===== config.mk =====
export PLATFORM = sky130hd
export DESIGN_NAME = snn_frame_loader_flat
export DESIGN_NICKNAME = d
export VERILOG_FILES = /design/src/rtl/snn_frame_loader_if.sv /design/src/rtl/snn_frame_loader.sv /design/src/flat_wrapper.sv
export SDC_FILE = /design/constraint.sdc
export NUM_CORES = 1
export LEC_CHECK = 0
export CORE_MARGIN = 2
export CORE_UTILIZATION = 57
export CTS_CLUSTER_DIAMETER = 200
export CTS_CLUSTER_SIZE = 14
export DETAILED_ROUTE_END_ITERATION = 8
export PLACE_DENSITY = 0.89
export SETUP_SLACK_MARGIN = 0.15
export SYNTH_ARGS = -nofsm -noshare
export SYNTH_HDL_FRONTEND = slang
export SYNTH_SLANG_ARGS = --single-unit

===== constraint.sdc =====
create_clock -name clk -period 4.1 [get_ports clk]
set_clock_uncertainty 0.15 [all_clocks]
set_input_delay 0.82 -clock clk [delete_from_list [all_inputs] [get_ports clk]]
set_output_delay 0.82 -clock clk [all_outputs]
set_load 0.02 [all_outputs]

===== src/rtl/snn_frame_loader_if.sv =====
// Signal bundle between the frame loader and its neighbours: UART byte stream,
// input-RAM write port, snn_core handshake, result/status outputs.
interface snn_frame_loader_if #(
  parameter int ADDR_W   = 10,
  parameter int PIX_BITS = 1
);
  logic                rx_rdy;
  logic [7:0]          rx_data;
  logic                ram_we;
  logic [ADDR_W-1:0]   ram_addr;
  logic [PIX_BITS-1:0] ram_wdata;
  logic [ADDR_W-1:0]   core_addr;
  logic                core_start;
  logic                core_done;
  logic [3:0]          core_digit;
  logic                tx_start;
  logic [7:0]          tx_data;
  logic                tx_rdy;
  logic                busy;
  logic                overrun_err;
  logic                timeout_err;
  logic [7:0]          led;

  // The loader side.
  modport master (
    input  rx_rdy, rx_data, core_addr, core_done, core_digit, tx_rdy,
    output ram_we, ram_addr, ram_wdata, core_start, tx_start, tx_data,
           busy, overrun_err, timeout_err, led
  );

  // The environment side (UART, RAM, core).
  modport slave (
    output rx_rdy, rx_data, core_addr, core_done, core_digit, tx_rdy,
    input  ram_we, ram_addr, ram_wdata, core_start, tx_start, tx_data,
           busy, overrun_err, timeout_err, led
  );
endinterface


===== src/rtl/snn_frame_loader.sv =====
// UART-to-core frame controller: unpacks received bytes LSB-first into pixels,
// fills the input RAM, runs snn_core and returns {RESULT_PREFIX,digit} over UART.
module snn_frame_loader #(
  parameter int         NUM_PIXELS    = 784,
  parameter int         PIX_BITS      = 1,
  parameter int         ADDR_W        = 10,
  parameter int         TIMEOUT_CYC   = 2_500_000,
  parameter logic [3:0] RESULT_PREFIX = 4'h3
) (
  input  logic               clk,
  input  logic               rst_n,
  snn_frame_loader_if.master bus
);

  localparam logic [2:0] RX_WAIT = 3'd0;
  localparam logic [2:0] UNPACK  = 3'd1;
  localparam logic [2:0] START   = 3'd2;
  localparam logic [2:0] CORE    = 3'd3;
  localparam logic [2:0] TX_WAIT = 3'd4;

  localparam int                 TIMER_W    = (TIMEOUT_CYC > 1) ? $clog2(TIMEOUT_CYC) : 1;
  localparam logic [TIMER_W-1:0] TIMER_LAST = TIMER_W'(TIMEOUT_CYC - 1);
  localparam logic [ADDR_W-1:0]  PIX_LAST   = ADDR_W'(NUM_PIXELS - 1);
  localparam logic [2:0]         SUB_LAST   = 3'(8 / PIX_BITS - 1);

  logic [2:0]         state_reg,      state_next;
  logic [ADDR_W-1:0]  pix_cnt_reg,    pix_cnt_next;
  logic [2:0]         sub_cnt_reg,    sub_cnt_next;
  logic [7:0]         shreg_reg,      shreg_next;
  logic [7:0]         hold_reg,       hold_next;
  logic               hold_full_reg,  hold_full_next;
  logic [TIMER_W-1:0] timer_reg,      timer_next;
  logic [7:0]         tx_data_reg,    tx_data_next;
  logic [7:0]         led_reg,        led_next;
  logic               core_start_reg;
  logic               overrun_reg,    overrun_next;
  logic               timeout_reg,    timeout_next;

  always_comb begin
    state_next     = state_reg;
    pix_cnt_next   = pix_cnt_reg;
    sub_cnt_next   = sub_cnt_reg;
    shreg_next     = shreg_reg;
    hold_next      = hold_reg;
    hold_full_next = hold_full_reg;
    timer_next     = '0;
    tx_data_next   = tx_data_reg;
    led_next       = led_reg;
    overrun_next   = 1'b0;
    timeout_next   = 1'b0;

    case (state_reg)
      RX_WAIT: begin
        if (hold_full_reg) begin
          // Drain the buffered byte; a byte arriving now refills the buffer.
          shreg_next   = hold_reg;
          sub_cnt_next = '0;
          state_next   = UNPACK;
          if (bus.rx_rdy) begin
            hold_next = bus.rx_data;
          end else begin
            hold_full_next = 1'b0;
          end
        end else if (bus.rx_rdy) begin
          shreg_next   = bus.rx_data;
          sub_cnt_next = '0;
          state_next   = UNPACK;
        end else if (pix_cnt_reg != '0) begin
          if (timer_reg == TIMER_LAST) begin
            pix_cnt_next = '0;
            timeout_next = 1'b1;
          end else begin
            timer_next = timer_reg + 1'b1;
          end
        end
      end

      UNPACK: begin
        shreg_next   = shreg_reg >> PIX_BITS;
        sub_cnt_next = sub_cnt_reg + 1'b1;
        // The final pixel holds the counter; START clears it, so it never wraps.
        if (pix_cnt_reg != PIX_LAST) begin
          pix_cnt_next = pix_cnt_reg + 1'b1;
        end
        if (sub_cnt_reg == SUB_LAST) begin
          state_next = (pix_cnt_reg == PIX_LAST) ? START : RX_WAIT;
        end
      end

      START: begin
        pix_cnt_next = '0;
        state_next   = CORE;
      end

      CORE: begin
        if (bus.core_done) begin
          tx_data_next = {RESULT_PREFIX, bus.core_digit};
          led_next     = {RESULT_PREFIX, bus.core_digit};
          state_next   = TX_WAIT;
        end
      end

      TX_WAIT: begin
        if (bus.tx_rdy) begin
          state_next = RX_WAIT;
        end
      end

      default: begin
        state_next = RX_WAIT;
      end
    endcase

    if (bus.rx_rdy) begin
      if (state_reg == UNPACK || state_reg == START) begin
        if (hold_full_reg) begin
          overrun_next = 1'b1;
        end else begin
          hold_next      = bus.rx_data;
          hold_full_next = 1'b1;
        end
      end else if (state_reg == CORE || state_reg == TX_WAIT) begin
        overrun_next = 1'b1;
      end
    end
  end

  always_ff @(posedge clk or negedge rst_n) begin
    if (!rst_n) begin
      state_reg      <= RX_WAIT;
      pix_cnt_reg    <= '0;
      sub_cnt_reg    <= '0;
      shreg_reg      <= '0;
      hold_reg       <= '0;
      hold_full_reg  <= 1'b0;
      timer_reg      <= '0;
      tx_data_reg    <= '0;
      led_reg        <= '0;
      core_start_reg <= 1'b0;
      overrun_reg    <= 1'b0;
      timeout_reg    <= 1'b0;
    end else begin
      state_reg      <= state_next;
      pix_cnt_reg    <= pix_cnt_next;
      sub_cnt_reg    <= sub_cnt_next;
      shreg_reg      <= shreg_next;
      hold_reg       <= hold_next;
      hold_full_reg  <= hold_full_next;
      timer_reg      <= timer_next;
      tx_data_reg    <= tx_data_next;
      led_reg        <= led_next;
      // Registered so the start pulse lands two cycles after the final RAM write.
      core_start_reg <= (state_reg == START);
      overrun_reg    <= overrun_next;
      timeout_reg    <= timeout_next;
    end
  end

  genvar gi;
  generate
    for (gi = 0; gi < PIX_BITS; gi++) begin : g_wdata
      assign bus.ram_wdata[gi] = shreg_reg[gi];
    end
  endgenerate

  assign bus.ram_we      = (state_reg == UNPACK);
  assign bus.ram_addr    = (state_reg == UNPACK) ? pix_cnt_reg : bus.core_addr;
  assign bus.core_start  = core_start_reg;
  assign bus.tx_start    = (state_reg == TX_WAIT) && bus.tx_rdy;
  assign bus.tx_data     = tx_data_reg;
  assign bus.led         = led_reg;
  assign bus.busy        = !((state_reg == RX_WAIT) && (pix_cnt_reg == '0));
  assign bus.overrun_err = overrun_reg;
  assign bus.timeout_err = timeout_reg;

endmodule

===== src/flat_wrapper.sv =====
// flat-port wrapper written by rule: the top's interface ports become plain ports
module snn_frame_loader_flat 
#(
  parameter int         NUM_PIXELS    = 784,
  parameter int         PIX_BITS      = 1,
  parameter int         ADDR_W        = 10,
  parameter int         TIMEOUT_CYC   = 2_500_000,
  parameter logic [3:0] RESULT_PREFIX = 4'h3
)
  (clk, rst_n, bus_rx_rdy, bus_rx_data, bus_core_addr, bus_core_done, bus_core_digit, bus_tx_rdy, bus_ram_we, bus_ram_addr, bus_ram_wdata, bus_core_start, bus_tx_start, bus_tx_data, bus_busy, bus_overrun_err, bus_timeout_err, bus_led);
  snn_frame_loader_if #(.ADDR_W(ADDR_W), .PIX_BITS(PIX_BITS)) bus_i ();
  input  logic clk;
  input  logic rst_n;
  input wire logic [$bits(bus_i.rx_rdy)-1:0] bus_rx_rdy;
  input wire logic [$bits(bus_i.rx_data)-1:0] bus_rx_data;
  input wire logic [$bits(bus_i.core_addr)-1:0] bus_core_addr;
  input wire logic [$bits(bus_i.core_done)-1:0] bus_core_done;
  input wire logic [$bits(bus_i.core_digit)-1:0] bus_core_digit;
  input wire logic [$bits(bus_i.tx_rdy)-1:0] bus_tx_rdy;
  output wire logic [$bits(bus_i.ram_we)-1:0] bus_ram_we;
  output wire logic [$bits(bus_i.ram_addr)-1:0] bus_ram_addr;
  output wire logic [$bits(bus_i.ram_wdata)-1:0] bus_ram_wdata;
  output wire logic [$bits(bus_i.core_start)-1:0] bus_core_start;
  output wire logic [$bits(bus_i.tx_start)-1:0] bus_tx_start;
  output wire logic [$bits(bus_i.tx_data)-1:0] bus_tx_data;
  output wire logic [$bits(bus_i.busy)-1:0] bus_busy;
  output wire logic [$bits(bus_i.overrun_err)-1:0] bus_overrun_err;
  output wire logic [$bits(bus_i.timeout_err)-1:0] bus_timeout_err;
  output wire logic [$bits(bus_i.led)-1:0] bus_led;
  assign bus_i.rx_rdy = bus_rx_rdy;
  assign bus_i.rx_data = bus_rx_data;
  assign bus_i.core_addr = bus_core_addr;
  assign bus_i.core_done = bus_core_done;
  assign bus_i.core_digit = bus_core_digit;
  assign bus_i.tx_rdy = bus_tx_rdy;
  assign bus_ram_we = bus_i.ram_we;
  assign bus_ram_addr = bus_i.ram_addr;
  assign bus_ram_wdata = bus_i.ram_wdata;
  assign bus_core_start = bus_i.core_start;
  assign bus_tx_start = bus_i.tx_start;
  assign bus_tx_data = bus_i.tx_data;
  assign bus_busy = bus_i.busy;
  assign bus_overrun_err = bus_i.overrun_err;
  assign bus_timeout_err = bus_i.timeout_err;
  assign bus_led = bus_i.led;
  snn_frame_loader #(.NUM_PIXELS(NUM_PIXELS), .PIX_BITS(PIX_BITS), .ADDR_W(ADDR_W), .TIMEOUT_CYC(TIMEOUT_CYC), .RESULT_PREFIX(RESULT_PREFIX)) u_core (.clk(clk), .rst_n(rst_n), .bus(bus_i));
endmodule

==> qor.txt <==
crit path from - u_core.state_reg[1]
r2r setup slk - 1.66 ns
core box area - 5570 um^2
ys flop type - dfrtp_1
Slew headroom - 45.1%
Crit path arrival time - 2.38 ns
Fin Hold WS - 0.334 ns
Final Hold Fails - 0
Post-synth EDFFs - 0
slowest cell delay on critical path - 0.59 ns
cell area after synthesis - 3320 um^2
Logic pwr share - 42.8%
first-pass GRT wire length - 12.3 mm
Pre-antenna DRT Iters - 5
max reg flops - 22
TritonCTS Buffers - 9
P&R area growth vs syn - 21.0%
largest net degree at the start of global routing - 39
Tightest Pin Transition - 0.824 ns
via count - 2644
Total Routing Usage GR - 25.0%
part of the power in registers - 37.9%
worst min-delay path startpoint - u_core.shreg_reg[5]
ys async rst share - 100%
Netlist cell types - 48
Final Util - 72.0%
CP startpoint kind - flip-flop
DRT iter0 DRCs - 209
maximum vdd drop - 0.000468 V
Leak - 1.79 nW
Post-Synthesis Cells - 342
drt wl/cell - 15.2 um
Req. time, crit path - 3.13 ns
vias per cell - 5.70
H-tree depth - 3
Max Cap Viol - 0
number of port buffers - 55
DIE HEIGHT - 80.3 um
CP cell instances - or3b_1 > inv_1 > nand2_1 > nand2_1 > clkdlybuf4s50_1
type of the worst setup path - reg -> out
DPL Wire Length - 4.69 mm
RSZ-0062 raised after global routing - false
post-CTS setup buffers - 0
Pwr Density - 635 nW/um^2
FMAX - 298 MHz
Pwr Total - 2.55 mW
antenna-violating nets left - 0
Pins Over Slew Limit - 0
I/O pins - 60
final setup fails - 0
final WL - 7.07 mm
Sw Ratio - 37.7%
DIE AREA - 6450 um^2
Clock Latency Late Sink - 0.34 ns
TritonCTS clock tree - built
Synth Register Bits - 63
total clock sinks - 63
nets - 420
most used cell, CP - nand2_1
layout cell share with drive strength beyond 1 - 9.18%
status - finished, final reports clean
Ant. Diodes - 0
clock-pin slew on the worst setup and hold paths - 0.07 ns
gr ovfl total - 0
initial antenna violation count - 0
Starting Density - 59.5%
Clk pwr share - 19.3%
DRC errors left - 0
vias in the first global route - 2649
min Tclk post-route - 3.35 ns
Worst Hold Class - reg -> reg
total of warnings raised by yosys - 0
CTS Hold Buffers Added - 0
CP endpoint kind - primary output
R2R Path Start - u_core.timer_reg[19]
setup TNS - 0 ns
net switching power - 0.960 mW
Chip Width - 80.3 um
Int Pwr - 1.59 mW
Final Cycle Share - 81.8%
Root Driver - clkbuf_8
dpl ws - 1.07 ns
FP Rows - 27
global placement routability congestion - 0.800
Crit Path Max Fanout - 13
Worst path slowest cell - clkdlybuf4s50_1
sequential-to-total area share from yosys stat - 47.5%
CTS max path bufs - 2
Avg Cell Area, Syn - 9.70 um^2
cts repair resizes - 0
setup ws final - 0.747 ns
[worst max-delay path: cells and delay by family (launching register included)]
kind | cells | cell delay [ns]
buffers and inverters | 2 | 0.88
AND/OR/NAND/NOR | 3 | 0.63
flip-flops | 1 | 0.53
[cell usage after synthesis, types with 2 or more instances]
master     count  area share, %
dfrtp_1       63             48
nand2_1       50            5.7
nor2_1        39            4.4
xor2_1        19            5.0
o21ai_0       16            2.4
a21oi_1       13            2.0
buf_4         13            2.9
mux2_2        13            4.4
nand3_1       12            1.8
nand4_1       11            2.1
mux2i_1       10            3.0
clkbuf_1       9            1.0
and3_1         8            1.5
ha_1           5            1.9
inv_1          5           0.57
nor3_1         5           0.75
xnor2_1        5            1.3
a22o_1         4            1.1
nand2b_1       4           0.75
a21o_1         3           0.68
buf_2          3           0.45
nor4_1         3           0.57
o21ba_1        2           0.60
o22a_1         2           0.53
o2bb2ai_1      2           0.53
[metrics by stage]
| step | std cells | cell area [um^2] |
|---|---|---|
| global route | 464 | 4010 |
| global placement | 449 | 3840 |
| detailed placement | 449 | 3840 |
| finish | 464 | 4010 |
| floorplan | 345 | 3330 |
| CTS | 464 | 4010 |
[layer usage]
metal | share of wire, % | vias up | GRT usage, %
met3 | 5.2 | 12 | 7.87
met4 | 1.6 | 0 | 7.97
met2 | 50 | 84 | 41.8
met1 | 43 | 1291 | 30.8
met5 | 0 | - | 0
li1 | - | 1257 | -
[power by group through the flow]
stage	registers [mW]	logic (mW)	clock network [mW]
2_1_floorplan	0.941	0.737	0
3_3_place_gp	0.956	1.05	0
3_5_place_dp	0.970	1.09	0
4_1_cts	0.963	1.10	0.500
5_1_grt	0.996	1.19	0.539
6_report	0.966	1.09	0.491
[final cells by class]
type / instances / area [um^2]
timing repair buffer: 58 / 568
sequential: 63 / 1580
inverter: 5 / 18.8
fill: 427 / 1560
multi-input combinational: 251 / 1580
tap: 72 / 90.1
clock buffer: 15 / 176
[cells in the final DEF (no fill, tap or decap), types with 3 or more instances in the layout]
| cell type | Yosys | routed |
|---|---|---|
| inv_1 | 5 | 5 |
| clkbuf_8 | 0 | 12 |
| a21oi_1 | 13 | 13 |
| nand2b_1 | 4 | 4 |
| nand3_1 | 12 | 12 |
| and3_1 | 8 | 8 |
| nor4_1 | 3 | 3 |
| clkbuf_1 | 9 | 3 |
| o21ai_0 | 16 | 16 |
| a22o_1 | 4 | 4 |
| xor2_1 | 19 | 19 |
| nor3_1 | 5 | 5 |
| buf_4 | 13 | 3 |
| clkdlybuf4s50_1 | 0 | 54 |
| mux2i_1 | 10 | 10 |
| nand4_1 | 11 | 11 |
| dfrtp_1 | 63 | 63 |
| a21o_1 | 3 | 3 |
| nand2_1 | 50 | 50 |
| mux2_2 | 13 | 13 |
| xnor2_1 | 5 | 5 |
| ha_1 | 5 | 5 |
| conb_1 | 1 | 4 |
| nor2_1 | 39 | 39 |
[cell families (layout without fill, tap and decap cells)]
kind of cell	Yosys count	count (layout)	share of synthesized area [%]
fa+ha+maj	5	5	1.89
other cells	1	4	0.113
xor+xnor	24	24	6.34
compound gates	49	49	9.85
flops	63	63	47.5
simple gates	146	146	21.8
buf+inv	31	78	5.09
mux	23	23	7.43
[final timing paths]
check | cells after the start | end
setup / recovery | 5 | bus_ram_addr[2]
hold / removal | 2 | u_core.shreg_reg[5]
setup reg to reg | 5 | u_core.timer_reg[8]
hold reg to reg | 2 | u_core.shreg_reg[5]
max in group asynchronous | 2 | u_core.hold_reg[2]
min in group asynchronous | 1 | u_core.timer_reg[14]
Note: power is estimated with default switching activity, not from simulation.
